==> config.mk <==
export PLATFORM = sky130hd
export DESIGN_NAME = subtrator_serial
export DESIGN_NICKNAME = d
export VERILOG_FILES = /design/src/rtl/subtrator_pkg.sv /design/src/rtl/subtrator_completo.sv /design/src/rtl/subtrator_serial.sv
export SDC_FILE = /design/constraint.sdc
export NUM_CORES = 1
export LEC_CHECK = 0
export BUFFER_PORTS_ARGS = -buffer_cell sky130_fd_sc_hd__buf_2
export CORE_MARGIN = 2
export CORE_UTILIZATION = 54
export DETAILED_ROUTE_END_ITERATION = 8
export HOLD_SLACK_MARGIN = 0.06
export PLACE_DENSITY = 0.73
export SYNTH_ARGS = -nofsm -noshare
export SYNTH_HDL_FRONTEND = slang
export SYNTH_HIERARCHICAL = 1
export SYNTH_SLANG_ARGS = --single-unit
==> constraint.sdc <==
create_clock -name clk -period 1.8 [get_ports clk]
set_clock_uncertainty 0.05 [all_clocks]
set_input_delay 0 -clock clk [delete_from_list [all_inputs] [get_ports clk]]
set_output_delay 0 -clock clk [all_outputs]
set_load 0.005 [all_outputs]
==> src/rtl/subtrator_pkg.sv <==
// Shared definitions for the bit-serial subtractor: FSM encodings and counter sizing.
package subtrator_pkg;

  typedef enum logic [1:0] {
    ST_IDLE  = 2'd0,
    ST_SHIFT = 2'd1,
    ST_DONE  = 2'd2
  } state_e;

  // Bit counter must hold 0..width without wrapping.
  function automatic int unsigned cnt_width(input int unsigned width);
    return $clog2(width + 1);
  endfunction

endpackage

==> src/rtl/subtrator_completo.sv <==
// Combinational full subtractor cell: diff = a - b - bin, with borrow out.
module subtrator_completo (
  input  logic a,
  input  logic b,
  input  logic bin,
  output logic diff,
  output logic bout
);

  assign diff = a ^ b ^ bin;
  assign bout = (~a & b) | (~(a ^ b) & bin);

endmodule

==> src/rtl/subtrator_serial.sv <==
// Bit-serial WIDTH-bit subtractor, LSB first, one bit per clock.
// Optional signed-overflow output enabled by SUBTRATOR_SERIAL_OVF_EN.
module subtrator_serial
  import subtrator_pkg::*;
#(
  parameter int unsigned WIDTH = 8
) (
  input  logic             clk,
  input  logic             rst_n,
  input  logic             start,
  input  logic [WIDTH-1:0] a,
  input  logic [WIDTH-1:0] b,
  output logic             busy,
  output logic             done,
  output logic [WIDTH-1:0] diff,
  output logic             borrow
`ifdef SUBTRATOR_SERIAL_OVF_EN
  ,
  output logic             ovf
`endif
);

  localparam int unsigned CntW = cnt_width(WIDTH);

  state_e           state_q, state_d;
  logic [WIDTH-1:0] sa_q, sa_d;
  logic [WIDTH-1:0] sb_q, sb_d;
  logic [WIDTH-1:0] part_q, part_d;
  logic [WIDTH-1:0] diff_q, diff_d;
  logic [CntW-1:0]  cnt_q, cnt_d;
  logic             bi_q, bi_d;
  logic             borrow_q, borrow_d;
  logic             d, bo;

`ifdef SUBTRATOR_SERIAL_OVF_EN
  logic a_msb_q, a_msb_d;
  logic b_msb_q, b_msb_d;
  logic ovf_q, ovf_d;
`endif

  subtrator_completo u_cell (
    .a    (sa_q[0]),
    .b    (sb_q[0]),
    .bin  (bi_q),
    .diff (d),
    .bout (bo)
  );

  always_comb begin
    state_d  = state_q;
    sa_d     = sa_q;
    sb_d     = sb_q;
    part_d   = part_q;
    diff_d   = diff_q;
    cnt_d    = cnt_q;
    bi_d     = bi_q;
    borrow_d = borrow_q;
`ifdef SUBTRATOR_SERIAL_OVF_EN
    a_msb_d  = a_msb_q;
    b_msb_d  = b_msb_q;
    ovf_d    = ovf_q;
`endif
    case (state_q)
      ST_IDLE: begin
        if (start) begin
          state_d = ST_SHIFT;
          sa_d    = a;
          sb_d    = b;
          part_d  = '0;
          cnt_d   = '0;
          bi_d    = 1'b0;
`ifdef SUBTRATOR_SERIAL_OVF_EN
          a_msb_d = a[WIDTH-1];
          b_msb_d = b[WIDTH-1];
`endif
        end
      end
      ST_SHIFT: begin
        sa_d   = sa_q >> 1;
        sb_d   = sb_q >> 1;
        bi_d   = bo;
        cnt_d  = cnt_q + CntW'(1);
        part_d = {d, part_q[WIDTH-1:1]};
        if (cnt_q == CntW'(WIDTH - 1)) begin
          // Last step: d is the result MSB, bo the final borrow.
          state_d  = ST_DONE;
          diff_d   = {d, part_q[WIDTH-1:1]};
          borrow_d = bo;
`ifdef SUBTRATOR_SERIAL_OVF_EN
          ovf_d    = (a_msb_q ^ b_msb_q) & (d ^ a_msb_q);
`endif
        end
      end
      ST_DONE: state_d = ST_IDLE;
      default: state_d = ST_IDLE;
    endcase
  end

  always_ff @(posedge clk or negedge rst_n) begin
    if (!rst_n) begin
      state_q  <= ST_IDLE;
      sa_q     <= '0;
      sb_q     <= '0;
      part_q   <= '0;
      diff_q   <= '0;
      cnt_q    <= '0;
      bi_q     <= 1'b0;
      borrow_q <= 1'b0;
`ifdef SUBTRATOR_SERIAL_OVF_EN
      a_msb_q  <= 1'b0;
      b_msb_q  <= 1'b0;
      ovf_q    <= 1'b0;
`endif
    end else begin
      state_q  <= state_d;
      sa_q     <= sa_d;
      sb_q     <= sb_d;
      part_q   <= part_d;
      diff_q   <= diff_d;
      cnt_q    <= cnt_d;
      bi_q     <= bi_d;
      borrow_q <= borrow_d;
`ifdef SUBTRATOR_SERIAL_OVF_EN
      a_msb_q  <= a_msb_d;
      b_msb_q  <= b_msb_d;
      ovf_q    <= ovf_d;
`endif
    end
  end

  assign busy   = (state_q == ST_SHIFT);
  assign done   = (state_q == ST_DONE);
  assign diff   = diff_q;
  assign borrow = borrow_q;
`ifdef SUBTRATOR_SERIAL_OVF_EN
  assign ovf    = ovf_q;
`endif

endmodule

* Word level (Yosys, flattened, before mapping) *
Cells that the tools add are included.
Widths: inputs -> output; s select.

operators by class
  add/sub/neg operators = 1
  equality and inequality tests = 5
  muxes and demuxes = 13
  bitwise operators = 7
  reductions and logical operators = 5

operator list
  cell                 count
  $pmux 8 s2           3
  $mux 8               3
  $pmux 4 s2           1
  $reduce_and 2->1     3
  $add 4x1->4 const B  1
  $eq 4x3->1 const B   1
  $mux 2               2
  $mux 4               1
  $pmux 2 s2           1
  $and 1x1->1          2
  $eq 2x1->1 const B   1
  $eq 2x2->1 const B   1
  $logic_not 2->1      1
  $ne 2x1->1 const B   1
  $ne 2x2->1 const B   1
  $not 1->1            2
  $pmux 1 s2           1
  $reduce_bool 2->1    1
  $xor 1x1->1          2
  $mux 1               1
  $or 1x1->1           1

word-level totals
  bits in registers = 40
  bits of input ports = 19
  output and inout bits = 11
  logic and storage cells = 39

* Longest topological paths before layout *
Gate-level depths: netlist of the first run.

  word-level depth = 5
  depth in mapped cells = 5
  depth with buffers taken out = 4

* Hierarchy *
Netlist of the first run, hierarchy kept.

modules (own cells, without submodules)
  module              instances  cells an instance  area each (um2)  sequential area each (um2)
  subtrator_serial    1          151                1,710.4          975.9
  subtrator_completo  1          4                  31.3             0.0

* Worst setup path after synthesis of the first run *
OpenSTA, ideal clock, no wires.

  path kind = register -> register
  start = reg cnt_q[0]
  end = reg borrow_q (netlist: borrow)
  setup time = 125 ps
  arrival time = 1,289 ps
  data required time = 1,625 ps
  slack = 336 ps
  cell stages (with the launch flop) = 5
  buffers on the path = 0
  clock period less this slack = 1,464 ps
  path through = dfrtp_1 > ha_1 > nand2_1 > nor3_4 > mux2_2

between the ends
  longest elaborated chain between the ends = 2

RTL lines
  item                               line                     RTL
  start: declaration                 subtrator_serial.sv:30   logic [CntW-1:0] cnt_q, cnt_d;
  start signal: assignment           subtrator_serial.sv:120  cnt_q <= cnt_d;
  $eq 4x3->1                         subtrator_serial.sv:84   if (cnt_q == CntW'(WIDTH - 1)) begin
  $reduce_and 2->1 (no source line)  --
  end signal: assignment             subtrator_serial.sv:122  borrow_q <= borrow_d;
  end: declaration                   subtrator_serial.sv:32   logic borrow_q, borrow_d;

No other way between the ends.
A chain may end at the register's enable or synchronous reset.

* Final worst setup path of the first run *
  start = reg cnt_q[0]
  end = reg diff_q[7] (netlist: diff[7])

between the ends
  longest elaborated chain between the ends = 2

RTL lines
  item                               line                     RTL
  $eq 4x3->1                         subtrator_serial.sv:84
  $reduce_and 2->1 (no source line)  --
  end signal: assignment             subtrator_serial.sv:119  diff_q <= diff_d;
  end: declaration                   subtrator_serial.sv:29   logic [WIDTH-1:0] diff_q, diff_d;

No other way between the ends.

==> results of run 1 <==
## power breakdown
| part | leakage [nW] | internal, mW | total (mW) | switching (mW) |
|---|---|---|---|---|
| Clock | 0.0482 | 0.328 | 0.605 | 0.277 |
| Sequential | 0.504 | 1.24 | 1.50 | 0.260 |
| Combinational | 0.476 | 0.697 | 1.37 | 0.678 |
## layout by cell type (no fill, tap or decap), types with 2 or more instances in the layout
cell | Yosys | final
buf_4 | 1 | 7
nand2_1 | 5 | 5
inv_1 | 4 | 4
buf_2 | 2 | 29
nor2b_1 | 18 | 17
dfrtp_1 | 39 | 39
clkbuf_4 | 0 | 5
o21ai_0 | 16 | 16
dlygate4sd3_1 | 0 | 19
a22oi_1 | 14 | 14
nand3_1 | 3 | 3
mux2_2 | 10 | 10
a21oi_1 | 17 | 17
nor2_1 | 2 | 2
a22o_1 | 10 | 10
## final cells by class
cell class | instances | area, um^2 | share of cell area (%)
inverter | 4 | 15.0 | 0.672
multi-input combinational | 102 | 713 | 31.9
tap | 44 | 55.1 | 2.46
clock buffer | 6 | 51.3 | 2.30
clock inverter | 2 | 35.0 | 1.57
timing repair buffer | 55 | 388 | 17.4
sequential | 39 | 976 | 43.7
## worst max path at each step
stage               startpoint       to  slack (ns)  depth (start not counted)
global route          cnt_q[0]   borrow        0.03                          4
detailed placement    cnt_q[0]  diff[4]        0.12                          4
CTS                 state_q[1]  sb_q[0]        0.06                          5
global placement      cnt_q[0]  diff[0]        0.23                          4
floorplan             cnt_q[0]   borrow        0.34                          4
finish                cnt_q[0]  diff[7]        0.11                          4
## sequential cells by signal, summed over array words and instances, names as in the netlist
signal / flops
state_q: 2
borrow: 1
part_q: 7
diff: 8
bi_q: 1
sa_q: 8
sb_q: 8
cnt_q: 4
## cells by family (layout without fill, tap and decap cells)
logic type | after synthesis | after routing | share of synthesized area (%)
compound gates | 59 | 59 | 21.3
flops | 39 | 39 | 56.0
simple gates | 31 | 31 | 10.9
buf+inv | 14 | 67 | 3.45
mux | 10 | 10 | 6.47
fa+ha+maj | 2 | 2 | 1.87
## cell usage after synthesis
master / count
nand3_1: 3
buf_2: 2
nor2_1: 2
buf_4: 1
a22o_1: 10
inv_1: 4
nor2b_1: 18
ha_1: 1
mux2_2: 10
a21oi_1: 17
o21bai_1: 1
nand2b_4: 1
nor3_4: 1
buf_1: 2
dfrtp_1: 39
clkbuf_2: 1
or3_1: 1
o21ai_0: 16
a22oi_1: 14
clkbuf_1: 4
o21ai_1: 1
fa_1: 1
nand2_1: 5
## repair_timing
action | in CTS | in global routing
endpoints found under the hold margin | 55 | 0
hold buffers | 19 | 0
setup endpoints to repair | 0 | 1
gates resized for setup | 0 | 2
## stage by stage
| stage | setup WS, ns | instance area, um^2 | instances |
|---|---|---|---|
| 2_1_floorplan | 0.336 | 1740 | 155 |
| 3_3_place_gp | 0.229 | 1950 | 225 |
| 3_5_place_dp | 0.124 | 1950 | 225 |
| 4_1_cts | 0.0632 | 2230 | 252 |
| 5_1_grt | 0.0290 | 2230 | 252 |
| 6_report | 0.114 | 2230 | 252 |
## routing by layer
layer  global-route usage [%]  share of wire, %  vias up
met3                     5.33               5.2        9
met5                        0                 0        -
li1                         -                 -      662
met2                     37.3                50       40
met1                     31.9                43      664
met4                     10.9               1.7        0
==> reports/metrics.cfg, run 1 <==
[status]
status = finished, final reports clean

[clock_tree]
cts_setup_buffers = 0
cts_tree = done
htreeDepth = 2
clock-sinks = 39
worstSkewPairLatency_ns = 0.34
cts-root-buf = clkbuf_4
cts_buffer_depth = 2
cts_buffers = 5
path_clk_slew_ns = 0.11

[timing]
setup_violations = 0
rsz0062_at_grt = no
timing_hold_violations_final = 0
slew_viol_final = 0
worst_slew_pin_slew_ns = 0.838
whs_ns = 0.231
slew_headroom_pct = 44.1
tns_ns = 0
period_share_pct = 93.6
fmax_mhz = 593
final.min_clock_period_ns = 1.69

[critical_path]
worst_path_max_delay_cell = nor3_4
crit_buf_inv = 0
reg2reg_setup_slack_ns = 0.11
required_ns = 1.97
arrival_ns = 1.86
path_cells = ha_1, nand2_1, nor3_4, mux2_2
path_max_fanout = 10
r2r-end = diff[7]
endpoint_kind = flop
critical_path.top_delay_family = simple AND/OR/NAND/NOR gates
r2r_cells = 4
r2r_start = cnt_q[0]
start_kind = flop
slowest_delay_ns = 0.43
criticalPathCategory = reg -> reg

[grt]
grt_pass1_vias = 1359
antenna_found_initial = 0
grt_use_total_pct = 23.8
grt_pass1_wl_um = 6300
grt_max_degree = 40
grt-ovfl-total = 0

[detailed_routing]
routed_wl_um = 3800
num_vias = 1375
wl_per_cell_um = 15.1
drc = 0
drt_iter0_drc = 89
dr.pass1.iters = 4
drtAntennaViolNets = 0
viasPerCell = 5.46

[synth]
syn_inst = 155
synth_top_area_share_pct = 56.0
synth_area_leaders = dfrtp_1 56%, mux2_2 6.5%, nor2b_1 6.5%
yosys_warnings = 6
yosys_register_bits = 39
post-synth-top-area-cell = dfrtp_1
ys_types = 23
syn_avg_cell_area_um2 = 11.2
synthesis.nets = 176
synth_area_um2 = 1740
yosysSeqAreaShare_pct = 56.0

[placed_design]
gp_congestion = 0.699
dpl.hpwl_um = 2310
io_buffers = 29

[finish]
diodes = 0
fin_util_pct = 73.2
drive_gt1_share_pct = 27.4
area_growth_pct = 28.2
fillers = 233
nNetsFinal = 228

[pwr]
peakVddDrop_mv = 0.924
power.total_mw = 3.48
p_leak_nw = 1.03
power-per-cell-area_nw_per_um2 = 1560

[floorplan]
die_area_um2 = 3700
fp.dieH_um = 60.8
coreArea_um2 = 3050
die_w_um = 60.8
start_util_pct = 57.0
rows = 20
ios = 30

[run]
cap_violations = 0

[min_path]
min_path_type = in -> async

No activity file was read; power rests on OpenSTA's default activity.
==> inputs of run 2 (changes only) <==
BUFFER_PORTS_ARGS = not set   (was -buffer_cell sky130_fd_sc_hd__buf_2)
CELL_PAD_IN_SITES_DETAIL_PLACEMENT = 0   (was not set)
CELL_PAD_IN_SITES_GLOBAL_PLACEMENT = 1   (was not set)
CORE_UTILIZATION = 48   (was 54)
DONT_BUFFER_PORTS = 1   (was not set)
PLACE_DENSITY = 0.72   (was 0.73)
==> reports/metrics.cfg, run 2 (synthesized netlist as in run 1, its figures left out) <==
[timing]
fmax_mhz = 613  ; +3.3%
whs_ns = 0.0993  ; -0.131 ns
setup_violations = 0  ; unchanged
final.min_clock_period_ns = 1.63  ; -0.0536 ns
tns_ns = 0  ; unchanged
worst_slew_pin_slew_ns = 0.631  ; -0.208 ns
timing_hold_violations_final = 0  ; unchanged
slew_viol_final = 0  ; unchanged
rsz0062_at_grt = no
slew_headroom_pct = 57.8  ; +14 points
period_share_pct = 90.7  ; -3.0 points

[critical_path]
slowest_delay_ns = 0.40  ; -0.03 ns
criticalPathCategory = reg -> reg
endpoint_kind = flop
worst_path_max_delay_cell = dfrtp_1
path_cells = ha_1, nand2_1, nor3_4, mux2_2
required_ns = 1.99  ; +0.02 ns
path_max_fanout = 10  ; unchanged
arrival_ns = 1.82  ; -0.04 ns
start_kind = flop

[clock_tree]
clock-sinks = 39  ; unchanged
htreeDepth = 2  ; unchanged
cts_tree = done
path_clk_slew_ns = 0.12  ; about the same
cts_buffers = 5  ; unchanged
cts_buffer_depth = 2  ; unchanged
worstSkewPairLatency_ns = 0.35  ; about the same
cts-root-buf = clkbuf_4
cts_setup_buffers = 0  ; unchanged

[floorplan]
fp.dieH_um = 64.2  ; +5.7%
rows = 21  ; +5.0%
start_util_pct = 51.0  ; -6.1 points
coreArea_um2 = 3420  ; +12%
die_w_um = 64.2  ; +5.7%
die_area_um2 = 4130  ; +12%
ios = 30  ; unchanged

[pwr]
pwr-share-comb_pct = 38.8  ; -0.7 points
internal_power_mw = 2.02  ; -11%
clockPowerShare_pct = 13.7  ; -3.7 points
switching_share_pct = 37.6  ; +2.7 points
p_leak_nw = 0.907  ; -12%
seq_power_share_pct = 47.6  ; +4.5 points
peakVddDrop_mv = 0.766  ; -17%
power.switching_mw = 1.22  ; +0.27%
power-per-cell-area_nw_per_um2 = 1530  ; -1.9%

[detailed_routing]
num_vias = 1267  ; -7.9%
dr.pass1.iters = 4  ; unchanged
wl_per_cell_um = 16.1  ; +6.7%
drtAntennaViolNets = 0  ; unchanged
drc = 0  ; unchanged
routed_wl_um = 3670  ; -3.5%
viasPerCell = 5.56  ; +1.8%
drt_iter0_drc = 74  ; -17%

[grt]
grt_max_degree = 27  ; -33%
antenna_found_initial = 0  ; unchanged
grt_pass1_vias = 1300  ; -4.3%
grt_pass1_wl_um = 6110  ; -3.1%
grt-ovfl-total = 0  ; unchanged
grt_use_total_pct = 19.1  ; -4.7 points

[status]
status = finished, final reports clean

[placed_design]
gp_congestion = 0.742  ; +6.1%
dpl.hpwl_um = 2310  ; -0.33%
place_area_um2 = 1810  ; -7.3%
placedCellCount = 198  ; -12%
io_buffers = 0  ; -100%

[finish]
final_cell_mix = 39 x dfrtp_1, 20 x dlygate4sd3_1, 17 x nor2b_1, 17 x a21oi_1, 16 x o21ai_0
drive_gt1_share_pct = 17.0  ; -10 points
fillers = 297  ; +27%
area_growth_pct = 21.7
fin_cells = 228  ; -9.5%
fin_area_um2 = 2120  ; -5.1%
diodes = 0  ; unchanged
final_common_cell = dfrtp_1
fin_util_pct = 62.1  ; -11 points
nNetsFinal = 202  ; -11%

[min_path]
min_path_type = in -> reg

[run]
cap_violations = 0  ; unchanged

## run 2: changes by cell type in the layout (fill, tap and decap cells not counted), sizes merged
cell         change
buf             -27
bufinv           -1
clkbuf           -1
clkinvlp         +2
dlygate4sd3      +1
## run 2: per-layer routing
layer / track usage, % / routed length, um
met1: 24.4 / 1650
met2: 30.3 / 1770
met3: 5.63 / 209
met4: 8.24 / 47
met5: 0 / 0
## run 2: worst max-delay path: cells and delay by family (launching register included)
kind	cells	cell delay, ns
mux	1	0.39
flops	1	0.40
simple gates	2	0.49
fa+ha+maj	1	0.19
## run 2: through the flow
| step | setup WS (ns) | power, mW |
|---|---|---|
| 3_3_place_gp | 0.223 | 2.66 |
| 3_5_place_dp | 0.164 | 2.72 |
| 4_1_cts | 0.0163 | 3.26 |
| 6_report | 0.168 | 3.24 |
| 2_1_floorplan | 0.336 | 2.37 |
| 5_1_grt | 0.0643 | 3.50 |
## run 2: repair_timing
| item | CTS | global route |
|---|---|---|
| setup endpoints to repair | 0 | 1 |
| hold buffers | 22 | 1 |
| hold endpoints to repair | 68 | 1 |
| resized for setup | 0 | 4 |
## run 2: power by group through the flow
stage               Combinational [mW]  Sequential, mW  Clock, mW
finish                            1.26            1.54      0.443
global route                      1.42            1.58      0.490
CTS                               1.27            1.53      0.461
detailed placement                1.18            1.54          0
global placement                  1.13            1.53          0
floorplan                        0.906            1.47          0
## run 2: worst paths after layout
check / start / to / slack (ns) / cells after the start
max reg2reg: cnt_q[0] / diff[5] / 0.17 / 4
max in group asynchronous: rst_n / diff[0] / 0.59 / 3
min in group asynchronous: rst_n / sb_q[7] / 0.13 / 3
min reg2reg: bi_q / bi_q / 0.47 / 1
max: cnt_q[0] / diff[5] / 0.17 / 4
min: start / sa_q[0] / 0.1 / 4
## run 2: cell type report
cell class / count / area, um^2 / share of cell area (%)
clock buffer: 5 / 37.5 / 1.77
clock inverter: 3 / 20.0 / 0.945
inverter: 4 / 15.0 / 0.708
multi-input combinational: 102 / 713 / 33.6
sequential: 39 / 976 / 46.0
tap: 46 / 57.6 / 2.72
timing repair buffer: 29 / 300 / 14.2
